<file path="src/rtl/game_pkg.sv">
// Shared definitions for the typing game: state encodings, button indices and mode limits.
package game_pkg;

    typedef enum logic [1:0] {
        SELECT    = 2'd0,
        COUNTDOWN = 2'd1,
        INGAME    = 2'd2,
        FINISH    = 2'd3
    } game_state_t;

    localparam int NUM_BTN   = 5;
    localparam int BTN_START = 4;
    localparam int BTN_BACK  = 3;
    localparam int BTN_MODE  = 2;
    localparam int BTN_UP    = 1;
    localparam int BTN_DOWN  = 0;

    // Upper bounds keep value*100 within the downstream 15-bit counter.
    localparam int TIME_MIN  = 15;
    localparam int TIME_MAX  = 120;
    localparam int TIME_STEP = 15;
    localparam int TIME_DEF  = 30;
    localparam int WORD_MIN  = 5;
    localparam int WORD_MAX  = 95;
    localparam int WORD_STEP = 5;
    localparam int WORD_DEF  = 25;

endpackage

</file>
<file path="src/rtl/game_controller_btn_edge.sv">
// Rising-edge detector for a vector of debounced button levels; registers reset high
// so a button held through reset never produces a press.
module btn_edge #(
    parameter int WIDTH = 5
) (
    input  logic             clk_div,
    input  logic             rst,
    input  logic [WIDTH-1:0] level,
    output logic [WIDTH-1:0] press
);

    logic [WIDTH-1:0] lvl_p0;
    logic [WIDTH-1:0] lvl_p1;

    always_ff @(posedge clk_div or posedge rst) begin
        if (rst) begin
            lvl_p0 <= '1;
            lvl_p1 <= '1;
        end else begin
            lvl_p0 <= level;
            lvl_p1 <= lvl_p0;
        end
    end

    assign press = lvl_p0 & ~lvl_p1;

endmodule

</file>
<file path="src/rtl/game_controller.sv">
// Game sequencer: mode/value selection, start countdown, in-game supervision and
// result/best-score capture at game end.
module game_controller
    import game_pkg::*;
#(
    parameter int TICKS_PER_DIGIT = 100,
    parameter int COUNT_DIGITS    = 3,
    parameter int TIME_MIN        = game_pkg::TIME_MIN,
    parameter int TIME_MAX        = game_pkg::TIME_MAX,
    parameter int TIME_STEP       = game_pkg::TIME_STEP,
    parameter int TIME_DEF        = game_pkg::TIME_DEF,
    parameter int WORD_MIN        = game_pkg::WORD_MIN,
    parameter int WORD_MAX        = game_pkg::WORD_MAX,
    parameter int WORD_STEP       = game_pkg::WORD_STEP,
    parameter int WORD_DEF        = game_pkg::WORD_DEF
) (
    input  logic       clk_div,
    input  logic       rst,
    input  logic       btn_start,
    input  logic       btn_back,
    input  logic       btn_mode,
    input  logic       btn_up,
    input  logic       btn_down,
    input  logic       finish,
    input  logic [9:0] wpm,
    input  logic [9:0] acc,
    output logic [1:0] state,
    output logic       mode,
    output logic [6:0] value,
    output logic [1:0] countdown,
    output logic [9:0] result_wpm,
    output logic [9:0] result_acc,
    output logic [9:0] best_wpm,
    output logic       new_best
);

    localparam int CNT_LOAD = TICKS_PER_DIGIT * COUNT_DIGITS - 1;
    localparam int CNT_W    = $clog2(CNT_LOAD + 1);

    function automatic logic [6:0] sat_up(input logic [6:0] v, input int step, input int lim);
        int s;
        s = int'(v) + step;
        return (s > lim) ? 7'(lim) : 7'(s);
    endfunction

    function automatic logic [6:0] sat_down(input logic [6:0] v, input int step, input int lim);
        int s;
        s = int'(v) - step;
        return (s < lim) ? 7'(lim) : 7'(s);
    endfunction

    game_state_t        state_q, state_d;
    logic [CNT_W-1:0]   cnt_q, cnt_d;
    logic               mode_q, mode_d;
    logic [6:0]         value_q, value_d;
    logic               latch;
    logic [NUM_BTN-1:0] press;

    btn_edge #(.WIDTH(NUM_BTN)) u_btn_edge (
        .clk_div (clk_div),
        .rst     (rst),
        .level   ({btn_start, btn_back, btn_mode, btn_up, btn_down}),
        .press   (press)
    );

    always_ff @(posedge clk_div or posedge rst) begin
        if (rst) begin
            state_q <= SELECT;
            cnt_q   <= '0;
            mode_q  <= 1'b0;
            value_q <= 7'(TIME_DEF);
        end else begin
            state_q <= state_d;
            cnt_q   <= cnt_d;
            mode_q  <= mode_d;
            value_q <= value_d;
        end
    end

    always_comb begin
        state_d = state_q;
        cnt_d   = cnt_q;
        mode_d  = mode_q;
        value_d = value_q;
        latch   = 1'b0;
        case (state_q)
            SELECT: begin
                if (press[BTN_START]) begin
                    state_d = COUNTDOWN;
                    cnt_d   = CNT_W'(CNT_LOAD);
                end else if (press[BTN_MODE]) begin
                    mode_d  = ~mode_q;
                    value_d = mode_q ? 7'(TIME_DEF) : 7'(WORD_DEF);
                end else if (press[BTN_UP] && !press[BTN_DOWN]) begin
                    value_d = mode_q ? sat_up(value_q, WORD_STEP, WORD_MAX)
                                     : sat_up(value_q, TIME_STEP, TIME_MAX);
                end else if (press[BTN_DOWN] && !press[BTN_UP]) begin
                    value_d = mode_q ? sat_down(value_q, WORD_STEP, WORD_MIN)
                                     : sat_down(value_q, TIME_STEP, TIME_MIN);
                end
            end
            COUNTDOWN: begin
                if (press[BTN_BACK]) begin
                    state_d = SELECT;
                    cnt_d   = '0;
                end else if (cnt_q == '0) begin
                    state_d = INGAME;
                end else begin
                    cnt_d = cnt_q - CNT_W'(1);
                end
            end
            INGAME: begin
                // Back outranks finish so an aborted game never records a score.
                if (press[BTN_BACK]) begin
                    state_d = SELECT;
                end else if (finish) begin
                    state_d = FINISH;
                    latch   = 1'b1;
                end
            end
            FINISH: begin
                if (press[BTN_START] || press[BTN_BACK]) state_d = SELECT;
            end
            default: state_d = SELECT;
        endcase
    end

    // wpm/acc are sampled on the transition edge, before the counter sees state leave INGAME.
    always_ff @(posedge clk_div or posedge rst) begin
        if (rst) begin
            result_wpm <= '0;
            result_acc <= '0;
            best_wpm   <= '0;
            new_best   <= 1'b0;
        end else if (latch) begin
            result_wpm <= wpm;
            result_acc <= acc;
            if (wpm > best_wpm) begin
                best_wpm <= wpm;
                new_best <= 1'b1;
            end else begin
                new_best <= 1'b0;
            end
        end
    end

    assign state     = state_q;
    assign mode      = mode_q;
    assign value     = value_q;
    assign countdown = (state_q == COUNTDOWN)
                     ? 2'(cnt_q / CNT_W'(TICKS_PER_DIGIT) + CNT_W'(1)) : 2'd0;

endmodule

</file>
<file path="config.mk">
export PLATFORM = sky130hd
export DESIGN_NAME = game_controller
export DESIGN_NICKNAME = d
export VERILOG_FILES = /design/src/rtl/game_pkg.sv /design/src/rtl/game_controller_btn_edge.sv /design/src/rtl/game_controller.sv
export SDC_FILE = /design/constraint.sdc
export NUM_CORES = 1
export LEC_CHECK = 0
export ABC_CLOCK_PERIOD_IN_PS = 2750
export BUFFER_PORTS_ARGS = -buffer_cell sky130_fd_sc_hd__buf_2
export CAP_MARGIN = 15
export CORE_ASPECT_RATIO = 0.7
export CORE_MARGIN = 2
export CORE_UTILIZATION = 57
export CTS_CLUSTER_DIAMETER = 100
export DETAILED_ROUTE_END_ITERATION = 10
export GPL_TIMING_DRIVEN = 0
export PLACE_DENSITY = 0.8
export SLEW_MARGIN = 0
export SYNTH_ARGS = -nofsm -noshare
export SYNTH_HDL_FRONTEND = slang
export SYNTH_HIERARCHICAL = 1
export SYNTH_SLANG_ARGS = --single-unit
export TNS_END_PERCENT = 30
</file>
<file path="constraint.sdc">
create_clock -name clk_div -period 2.75 [get_ports clk_div]
set_input_delay 0.55 -clock clk_div [delete_from_list [all_inputs] [get_ports clk_div]]
set_output_delay 0.55 -clock clk_div [all_outputs]
set_load 0.005 [all_outputs]
</file>
==> impl_results.md <==
* DRC viols at 0
* Detailed Place HPWL at 7180 um
* Post-place setup slack at -0.0361 ns
* # IOs at between 70 and 80
* Vias in the first global route at approximately 3.3k
* Top cells by area, synth: dfrtp_1 29%, dfstp_2 9.2%, mux2_2 7.0%
* Async set-reset flop share out of synthesis at 1.00
* Top sig layer: met4
* Metal3 WL at a little under 700 um
* Mapped Area at 0.00400 mm2
* CTS root buf: clkbuf_8
* Remaining antenna violation count after routing at 0
* Crit start category: flip-flop
* Via-to-Cell Ratio at about 5.8
* Rel. slew slack at 0.481
* GP Congestion at 0.930
* Leak pwr at approximately 2.2 nW
* Mapped Nets at ~470
* Commonest cells after routing, fill and taps aside: 84 x buf_2, 43 x dfrtp_1, 36 x nor2_1
* Most common cell after layout, fill and taps aside: buf_2
* Number of synthesized flops with an enable pin at 0
* Setup TNS at 0 ns
* Die Span X at around 100 um
* First-pass GRT wire length at approximately 16,000 um
* Pwr Density at approximately 930 mW/mm2
* Placed Cells at 592
* Metal2 WL at roughly 4500 um
* Syn-to-layout area delta at 18.7%
* Placed cell areas at 0.00449 mm2
* Wire per inst at ~16 um
* Clock Latency Late Sink at 0.33 ns
* Final period util at 0.947
* Syn_area_per_cell at 9.38 um2
* Die Y-Extent at 74.1 um
* Worst slew pin tran at approximately 0.77 ns
* Initial Util at 0.590
* Fin. Hold Viols at 0
* Area of the multi-input gates at 0.00225 mm2
* Req. time, crit path at approximately 3.0 ns
* NumNets Final at 553
* Reg2Reg Setup Slack at between 0.1 and 0.15 ns
* Total power at 4.41 mW
* Yosys top cell area share at 0.288
* Slew Viols, Final at 0
* GRT overflow at 0
* Post-synthesis sequential area ratio at 0.379
* Non-filler cells, final at 607
* Aggregate global-route resource usage at 0.265
* DRT iter0 DRCs at between 300 and 400
* Crit path kind: reg -> reg
* Commonest register cell after synthesis: dfrtp_1
* Leading area contributor after synthesis: dfrtp_1
* Cells after Synth at between 400 and 500
* Peak supply drop at about 0.0007 V
* Clock Skews at just under 0.007 ns
* Synth Warn # at 6
* CTS buffer count at 9
* Critical Path Fanout Max at 10
* Final wirelength at approximately 10000 um
* Die footprint at between 0.007 and 0.008 mm2
* Share of layout cells above drive strength 1 at 0.345
* Max Cap Viol at 0
* ANT cells at 0
* Final setup vio count at 0
* Post-route cell area at 0.00475 mm2
* Flops & latches, synth at 60
* Placeable Area at around 0.0068 mm2
* Tmin final at 2.60 ns
* Synth cell types at roughly 70
* Register Area at between 0.0015 and 0.002 mm2
* Fmax at around 380 MHz
* TritonCTS Sinks at 60
* Clock Tree Buf Depth at 2
* Pre-antenna DRT Iters at 5
* Largest net degree at the start of global routing at 35
* Clock slew at reported path FFs at about 0.07 ns
* Worst setup margin at 0.145 ns
* Row count at 25
* CTS tree: built
* Fillcell total at between 500 and 600
* Status: completed
* Met1 Wirelength at roughly 4400 um
* Worst path arrival time at between 2 and 3 ns
* Initial antenna violation count at 0
* Via count at roughly 3.5k
* I/O Buffers at 70
* RSZ-0062 raised after global routing: false
* Worst Hold Class: in -> async
* Critical Path End Type: flip-flop
* Htree depth at 3
cells by family (layout without fill, tap and decap cells):
logic type,count (synthesis),after routing,synth area share
adders and majority gates,17,17,0.0531
buffers and inverters,57,143,0.0644
AOI/OAI and AO/OA,113,113,0.199
xor gates and xnor gates,9,9,0.0197
muxes,33,33,0.0919
and+or+nand+nor,138,138,0.193
DFF,60,60,0.379
path summary, 6_finish.rpt:
kind                                      startpoint                   end  depth (start not counted)
max in group asynchronous                        rst              value[1]                          3
min in group clk_div                          btn_up  u_btn_edge/lvl_p0[1]                          1
worst max register to register              value[0]              value[6]                         11
worst min-delay path                             rst         result_acc[4]                          2
worst max-delay path                        value[0]              value[6]                         11
worst min register to register  u_btn_edge/lvl_p0[0]  u_btn_edge/lvl_p1[0]                          0
metrics by stage:
stage                     hold WS, ns  utilization
after floorplan                 0.354            -
after global placement          0.356        0.659
after detailed placement        0.357        0.662
after CTS                       0.209        0.697
after global routing            0.237        0.700
final                           0.212        0.700
synth_stat cells, drive strengths merged, types with 3 or more instances:
master and number:
a211o 3, a21boi 3, a21o 6, a21oi 21, a221oi 3, a31oi 8
and3 3, buf 21, clkbuf 13, dfrtp 46, dfstp 14, ha 17
inv 23, mux2 30, mux2i 3, nand2 25, nand2b 6, nand3 13
nand3b 5, nand4 4, nor2 36, nor2b 13, nor3 14, nor3b 3
o211ai 5, o21a 4, o21ai 28, o31a 3, o31ai 7, or2 4
or3 5, xnor2 5, xor2 4
registers in the layout, summed over array words and instances (netlist names):
register / count
u_btn_edge/lvl_p1: 5
value: 7
result_wpm: 10
result_acc: 10
u_btn_edge/lvl_p0: 5
new_best: 1
cnt_q: 9
best_wpm: 10
state: 2
mode: 1
timing repair:
action	CTS	global route
endpoints found under the setup margin	1	6
setup buffers	0	1
hold buffers	0	0
resized for setup	1	11
pin swaps	0	1
worst max-delay path, stage by stage, from the launching register on:
cell      delay [ns]
dfrtp_1         0.43
buf_2           0.20
clkbuf_4        0.21
inv_2           0.11
ha_1            0.15
clkbuf_4        0.21
nor3_2          0.06
o21ba_1         0.20
o311ai_4        0.35
nor3b_1         0.22
nor3_1          0.08
a211o_1         0.27
cell type report:
class	count	share of cell area
inverter	23	0.0182
clock inverter	4	0.0153
sequential	60	0.320
tap	94	0.0247
multi-input combinational	310	0.473
buffer	32	0.0363
clock buffer	12	0.0326
timing repair buffer	72	0.0795
metal layers:
layer,GRT usage,vias up
met2,0.432,134
met5,0,-
met4,0.0601,0
met1,0.360,1675
met3,0.0710,15
li1,-,1686
report_power, final:
| part | switching (mW) | internal [mW] | total (mW) |
|---|---|---|---|
| Sequential | 0.188 | 1.12 | 1.31 |
| Combinational | 1.28 | 0.934 | 2.21 |
| Clock | 0.339 | 0.559 | 0.898 |
Power figures use the tool's default switching activity.
